[config.mk]
export PLATFORM = sky130hd
export DESIGN_NAME = trace_buffer
export DESIGN_NICKNAME = d
export VERILOG_FILES = /design/src/rtl/trace_pkg.sv /design/src/rtl/trace_ram.sv /design/src/rtl/trace_buffer.sv
export SDC_FILE = /design/constraint.sdc
export NUM_CORES = 1
export LEC_CHECK = 0
export BUFFER_PORTS_ARGS = -buffer_cell sky130_fd_sc_hd__buf_4
export CAP_MARGIN = 20
export CORE_ASPECT_RATIO = 1.1
export CORE_MARGIN = 8
export CORE_UTILIZATION = 45
export CTS_CLUSTER_SIZE = 12
export DETAILED_ROUTE_END_ITERATION = 8
export PLACE_DENSITY = 0.67
export SLEW_MARGIN = 30
export SYNTH_ARGS = -nofsm -noshare
export SYNTH_HDL_FRONTEND = slang
export SYNTH_SLANG_ARGS = --single-unit
[constraint.sdc]
create_clock -name clk -period 4.7 [get_ports clk]
set_clock_uncertainty 0.05 [all_clocks]
set_input_delay 0.47 -clock clk [delete_from_list [all_inputs] [get_ports clk]]
set_output_delay 0.47 -clock clk [all_outputs]
set_load 0.1 [all_outputs]
[src/rtl/trace_pkg.sv]
// Shared types and layout constants for the instruction trace buffer.
package trace_pkg;

    // Default field widths; the top recomputes its own widths from its parameters.
    localparam int unsigned ADDR_W_DEF = 13;
    localparam int unsigned DATA_W_DEF = 8;
    localparam int unsigned OP_W_DEF   = 3;

    // Entry layout, LSB first: data, opcode, ir_addr, pc.
    localparam int unsigned DATA_LSB = 0;
    localparam int unsigned OP_LSB   = DATA_LSB + DATA_W_DEF;
    localparam int unsigned IR_LSB   = OP_LSB + OP_W_DEF;
    localparam int unsigned PC_LSB   = IR_LSB + ADDR_W_DEF;
    localparam int unsigned ENTRY_W  = 2 * ADDR_W_DEF + OP_W_DEF + DATA_W_DEF;

    // Capture state machine encoding (visible on the state output).
    typedef enum logic [1:0] {
        StIdle   = 2'd0,
        StArmed  = 2'd1,
        StPost   = 2'd2,
        StFrozen = 2'd3
    } state_e;

    function automatic int unsigned entry_width(int unsigned aw, int unsigned ow,
                                                int unsigned dw);
        return 2 * aw + ow + dw;
    endfunction

endpackage

[src/rtl/trace_ram.sv]
// Trace storage: register array, one synchronous write port, one asynchronous read port.
module trace_ram
    import trace_pkg::*;
#(
    parameter int unsigned DEPTH = 16,
    parameter int unsigned WIDTH = ENTRY_W,
    localparam int unsigned AW   = $clog2(DEPTH)
) (
    input  logic             clk,
    input  logic             reset,
    input  logic             we,
    input  logic [AW-1:0]    waddr,
    input  logic [WIDTH-1:0] wdata,
    input  logic [AW-1:0]    raddr,
    output logic [WIDTH-1:0] rdata
);

    logic [WIDTH-1:0] mem [DEPTH];

    // Array cleared on reset so the show-ahead read fields read 0 when empty.
    always_ff @(posedge clk or negedge reset) begin
        if (!reset) begin
            for (int i = 0; i < int'(DEPTH); i++) begin
                mem[i] <= '0;
            end
        end else if (we) begin
            mem[waddr] <= wdata;
        end
    end

    assign rdata = mem[raddr];

endmodule

[src/rtl/trace_buffer.sv]
// Instruction trace capture: delayed data sampling, circular buffer, halt-triggered freeze.
module trace_buffer
    import trace_pkg::*;
#(
    parameter int unsigned ADDR_W  = 13,
    parameter int unsigned DATA_W  = 8,
    parameter int unsigned OP_W    = 3,
    parameter int unsigned DEPTH   = 16,
    parameter int unsigned CAP_DLY = 4
) (
    input  logic                     clk,
    input  logic                     reset,
    input  logic                     enable,
    input  logic                     mode,
    input  logic [$clog2(DEPTH):0]   post_trig,
    input  logic                     clear,
    input  logic                     fetch,
    input  logic                     halt,
    input  logic [ADDR_W-1:0]        pc_addr,
    input  logic [ADDR_W-1:0]        ir_addr,
    input  logic [OP_W-1:0]          opcode,
    input  logic [DATA_W-1:0]        data,
    output logic                     rd_valid,
    input  logic                     rd_ready,
    output logic [ADDR_W-1:0]        rd_pc,
    output logic [ADDR_W-1:0]        rd_ir_addr,
    output logic [OP_W-1:0]          rd_op,
    output logic [DATA_W-1:0]        rd_data,
    output logic [$clog2(DEPTH):0]   count,
    output logic                     overflow,
    output logic [1:0]               state
);

    localparam int unsigned PW = $clog2(DEPTH);
    localparam int unsigned EW = entry_width(ADDR_W, OP_W, DATA_W);
    localparam logic [PW:0] CNT_ONE = {{PW{1'b0}}, 1'b1};

    state_e              state_q, state_d;
    logic                fetch_q, halt_q;
    logic                pend_q, pend_d;
    logic [3:0]          dly_q, dly_d;
    logic [ADDR_W-1:0]   pend_pc_q, pend_pc_d, pend_ir_q, pend_ir_d;
    logic [OP_W-1:0]     pend_op_q, pend_op_d;
    logic [PW-1:0]       wr_ptr_q, wr_ptr_d, rd_ptr_q, rd_ptr_d;
    logic [PW:0]         count_q, count_d, post_q, post_d;
    logic                ovf_q, ovf_d;

    logic fetch_rise, halt_rise, capturing, commit, full, pop, accept;
    logic [EW-1:0] wdata, rdata;

    assign fetch_rise = fetch & ~fetch_q;
    assign halt_rise  = halt & ~halt_q;
    assign capturing  = enable && (state_q == StArmed || state_q == StPost);
    // A pending entry commits on delay expiry, or early when the next fetch arrives.
    assign commit     = capturing && pend_q && (dly_q == '0 || fetch_rise) && !clear;
    // DEPTH is a power of two and count never exceeds it, so the MSB alone means full.
    assign full       = count_q[PW];
    assign pop        = rd_valid && rd_ready && !clear;
    // When full, a write is taken only if it overwrites (wrap) or a pop frees the slot.
    assign accept     = commit && (!full || pop || !mode);

    assign wdata = {pend_pc_q, pend_ir_q, pend_op_q, data};
    assign {rd_pc, rd_ir_addr, rd_op, rd_data} = rdata;

    assign rd_valid = (count_q != '0);
    assign count    = count_q;
    assign overflow = ovf_q;
    assign state    = state_q;

    trace_ram #(
        .DEPTH (DEPTH),
        .WIDTH (EW)
    ) u_ram (
        .clk   (clk),
        .reset (reset),
        .we    (accept),
        .waddr (wr_ptr_q),
        .wdata (wdata),
        .raddr (rd_ptr_q),
        .rdata (rdata)
    );

    // Capture FSM next state and post-trigger countdown.
    always_comb begin
        state_d = state_q;
        post_d  = post_q;
        if (!enable) begin
            state_d = StIdle;
        end else begin
            unique case (state_q)
                StIdle:  state_d = StArmed;
                StArmed: begin
                    if (halt_rise) begin
                        if (post_trig == '0) begin
                            state_d = StFrozen;
                        end else begin
                            state_d = StPost;
                            post_d  = post_trig;
                        end
                    end
                end
                StPost: begin
                    if (commit) begin
                        post_d = post_q - 1'b1;
                        if (post_q == CNT_ONE) state_d = StFrozen;
                    end
                end
                StFrozen: state_d = StFrozen;
            endcase
        end
        if (clear) begin
            state_d = enable ? StArmed : StIdle;
            post_d  = '0;
        end
    end

    // Pending slot: latch fetch fields, count down to the data sample point.
    always_comb begin
        pend_d    = pend_q;
        dly_d     = dly_q;
        pend_pc_d = pend_pc_q;
        pend_ir_d = pend_ir_q;
        pend_op_d = pend_op_q;
        if (pend_q && dly_q != '0) dly_d = dly_q - 1'b1;
        if (commit) pend_d = 1'b0;
        if (capturing && fetch_rise) begin
            pend_d    = 1'b1;
            dly_d     = 4'(CAP_DLY);
            pend_pc_d = pc_addr;
            pend_ir_d = ir_addr;
            pend_op_d = opcode;
        end
        // Leaving the capture states (freeze, idle, flush) drops whatever is pending.
        if (clear || !(state_d == StArmed || state_d == StPost)) begin
            pend_d = 1'b0;
            dly_d  = '0;
        end
    end

    // Pointer, occupancy and overflow bookkeeping.
    always_comb begin
        wr_ptr_d = wr_ptr_q;
        rd_ptr_d = rd_ptr_q;
        count_d  = count_q;
        ovf_d    = ovf_q;
        if (accept) wr_ptr_d = wr_ptr_q + 1'b1;
        if (pop || (accept && full)) rd_ptr_d = rd_ptr_q + 1'b1;
        if (accept && !pop && !full) begin
            count_d = count_q + 1'b1;
        end else if (pop && !accept) begin
            count_d = count_q - 1'b1;
        end
        if (commit && full && !pop) ovf_d = 1'b1;
        if (clear) begin
            wr_ptr_d = '0;
            rd_ptr_d = '0;
            count_d  = '0;
            ovf_d    = 1'b0;
        end
    end

    // State registers.
    always_ff @(posedge clk or negedge reset) begin
        if (!reset) begin
            state_q   <= StIdle;
            fetch_q   <= 1'b0;
            halt_q    <= 1'b0;
            pend_q    <= 1'b0;
            dly_q     <= '0;
            pend_pc_q <= '0;
            pend_ir_q <= '0;
            pend_op_q <= '0;
            wr_ptr_q  <= '0;
            rd_ptr_q  <= '0;
            count_q   <= '0;
            post_q    <= '0;
            ovf_q     <= 1'b0;
        end else begin
            state_q   <= state_d;
            fetch_q   <= fetch;
            halt_q    <= halt;
            pend_q    <= pend_d;
            dly_q     <= dly_d;
            pend_pc_q <= pend_pc_d;
            pend_ir_q <= pend_ir_d;
            pend_op_q <= pend_op_d;
            wr_ptr_q  <= wr_ptr_d;
            rd_ptr_q  <= rd_ptr_d;
            count_q   <= count_d;
            post_q    <= post_d;
            ovf_q     <= ovf_d;
        end
    end

endmodule
==> flow_metrics.tcl <==
set metrics [dict create \
    status "completed" \
    start_kind "flop" \
    holdWs_ns 0.0402 \
    clkSinkCount 649 \
    routed_wl_um 72400 \
    core.rowCount 99 \
    clock_latency_ns 0.62 \
    p_per_area_mw_per_mm2 397 \
    synth.most_common_cell "dfrtp_1" \
    synth.ff_latch_count 649 \
    drc 0 \
    cts_buffers 70 \
    clk_pin_slew_ns 0.06 \
    ff2ff_path_depth 7 \
    place_congestion 0.748 \
    rsz0062_at_grt "false" \
    worstSetupEndpointType "primary output" \
    yosys.area.top_type "dfrtp_1" \
    r2r_end "u_ram.mem[364]$_DFFE_PN0P_" \
    dp_slack_ns 1.51 \
    tns_ns 0 \
    diodes 0 \
    portBuffers 95 \
    io_pins 96 \
    cts_buffer_depth 3 \
    peakVddDrop_mv 0.265 \
    worstPathRequired_ns 4.18 \
    drt_first_iter_violations 1154 \
    slew_headroom_pct 34.8 \
    grt_pass1_vias 19300 \
    hold_depth 2 \
    syn_inst 2075 \
    ant_nets 0 \
    final_cells 3021 \
    timing.fmax_mhz 263 \
    coreArea_mm2 0.0660 \
    hold_buffers 3 \
    r2r-start "state[0]$_DFF_PN0_" \
    grt_max_degree 115 \
    cts_tree "done" \
    post-route-util_pct 51.0 \
    die_x_um 262 \
    fin_crit_ns 3.81 \
    path_max_fanout 44 \
    synth.yosys.seq_area_share_pct 54.4 \
    syn-num-nets 2143 \
    layout_setup_ws_ns 0.894 \
    power_mw 13.4 \
    rrSetupSlack_ns 1.54 \
    dpl.hpwl_um 40600 \
    synth_area_leaders "dfrtp_1, mux2_2, mux4_2" \
    syn_area_mm2 0.0299 \
    grt_overflow 0 \
    design_area_mm2 0.0337 \
    min-delay-start "pc_addr[11]" \
    chipHeight_um 286 \
    crit_type "flop to primary output" \
    grt_usage_pct 19.7 \
    synthArstFlopShare_pct 100 \
    place_area_mm2 0.0313 \
    whs_endpoint "pend_pc_q[11]$_DFFE_PN0P_" \
    drive_above_1_share_pct 44.8 \
    grt_pass1_wl_um 116000 \
    die_area_mm2 0.0749 \
    hp-class "input port to flop" \
    dp.cells 2895 \
    hold_viol 0 \
    synth_area_per_cell_um2 14.4 \
    cts_setup_buffers 0 \
    ys_warn_count 0 \
    vias_per_cell 5.83 \
    antenna_found_initial 1 \
    worst_pin_slew_ns 0.979 \
    yosysTopAreaCellShare_pct 54.4 \
    leakage_nw 16.1 \
    synth_edf_count 0 \
    syn_to_final_growth_pct 12.8 \
    synth_flop_cell "dfrtp_1" \
    root_buffer "clkbuf_16" \
    initial_core_util_pct 45.2 \
    fin_nets 2182 \
    cp.arrival_ns 3.29 \
    htree_num_levels 3 \
    ys_top_cells_by_count "dfrtp_1, mux2_2, mux2i_1" \
    fin_crit_sh_pct 81.0 \
    setup_viol 0 \
    first_pass_iters 4 \
    wl_per_cell_um 24.0 \
    num_vias 17600 \
    drv_slew 0 \
    ctsResizeCount 0 \
    cap_viol_max_count 0 \
    synth.distinct_cells 55 \
]
## where the power goes
part | switching, mW | internal, mW
Clock | 2.21 | 3.35
Combinational | 1.03 | 0.667
Sequential | 0.435 | 5.69
## how the worst max path moves through the flow
stage / start / to / slack (ns) / depth (start not counted)
6_report: rd_ptr_q[0]$_DFFE_PN0P_ / rd_ir_addr[12] / 0.89 / 6
5_1_grt: rd_ptr_q[0]$_DFFE_PN0P_ / rd_op[2] / 0.67 / 7
4_1_cts: rd_ptr_q[1]$_DFFE_PN0P_ / rd_ir_addr[12] / 0.85 / 5
3_5_place_dp: rd_ptr_q[1]$_DFFE_PN0P_ / rd_ir_addr[12] / 1.51 / 5
3_3_place_gp: rd_ptr_q[0]$_DFFE_PN0P_ / rd_ir_addr[0] / 1.47 / 7
2_1_floorplan: state[0]$_DFF_PN0_ / count[4]$_DFFE_PN0P_ / 1.15 / 13
## cell families after synthesis
kind of cell	Yosys count	share of synthesized area, %
adder cells (fa/ha/maj)	18	0.779
buffers and inverters	185	3.02
AND/OR/NAND/NOR	138	2.36
multiplexers	853	34.4
flip-flops	649	54.4
XOR/XNOR	7	0.205
AO/OA/AOI/OAI	225	4.81
## per-layer routing
| metal | track usage [%] | part of all wire [%] | up-vias |
|---|---|---|---|
| li1 | - | - | 7708 |
| met1 | 26.4 | 45 | 9499 |
| met2 | 32.9 | 50 | 296 |
| met3 | 2.95 | 3.3 | 102 |
| met4 | 6.17 | 2.3 | 2 |
| met5 | 0 | 0.018 | - |
## worst max-delay path, cell delays in order (launching register included)
cell,delay (ns)
dfrtp_4,0.99
buf_12,0.33
mux2i_1,0.12
a221oi_1,0.45
o21ai_0,0.19
nand2_1,0.24
buf_4,0.33
## flip-flops by register name (all words and copies together), names as in the netlist
name / flops
halt_q: 1
pend_op_q: 3
post_q: 5
state: 2
pend_pc_q: 13
wr_ptr_q: 4
count: 5
overflow: 1
dly_q: 4
pend_ir_q: 13
pend_q: 1
fetch_q: 1
u_ram.mem: 592
rd_ptr_q: 4
## placed cells by master, fill, tap and decap left out, types with 30 or more instances in the layout
| cell type | count |
|---|---|
| mux2_1 | 30 |
| o21ai_0 | 83 |
| buf_4 | 121 |
| mux2i_1 | 120 |
| dfrtp_1 | 645 |
| a21oi_1 | 45 |
| a221oi_1 | 37 |
| nand2_1 | 56 |
| mux2_2 | 629 |
| mux4_2 | 74 |
| a22oi_1 | 37 |
| clkbuf_16 | 73 |
## final cells by class
class,count,area [um2]
inverters,15,56.3
well taps,858,1070
multi-input cells,1241,12800
repair buffers,137,1210
fillers,5515,32300
flip-flops and latches,649,16300
clock buffers,109,2140
clock inverters,12,178
Note: power is estimated with default switching activity, not from simulation.
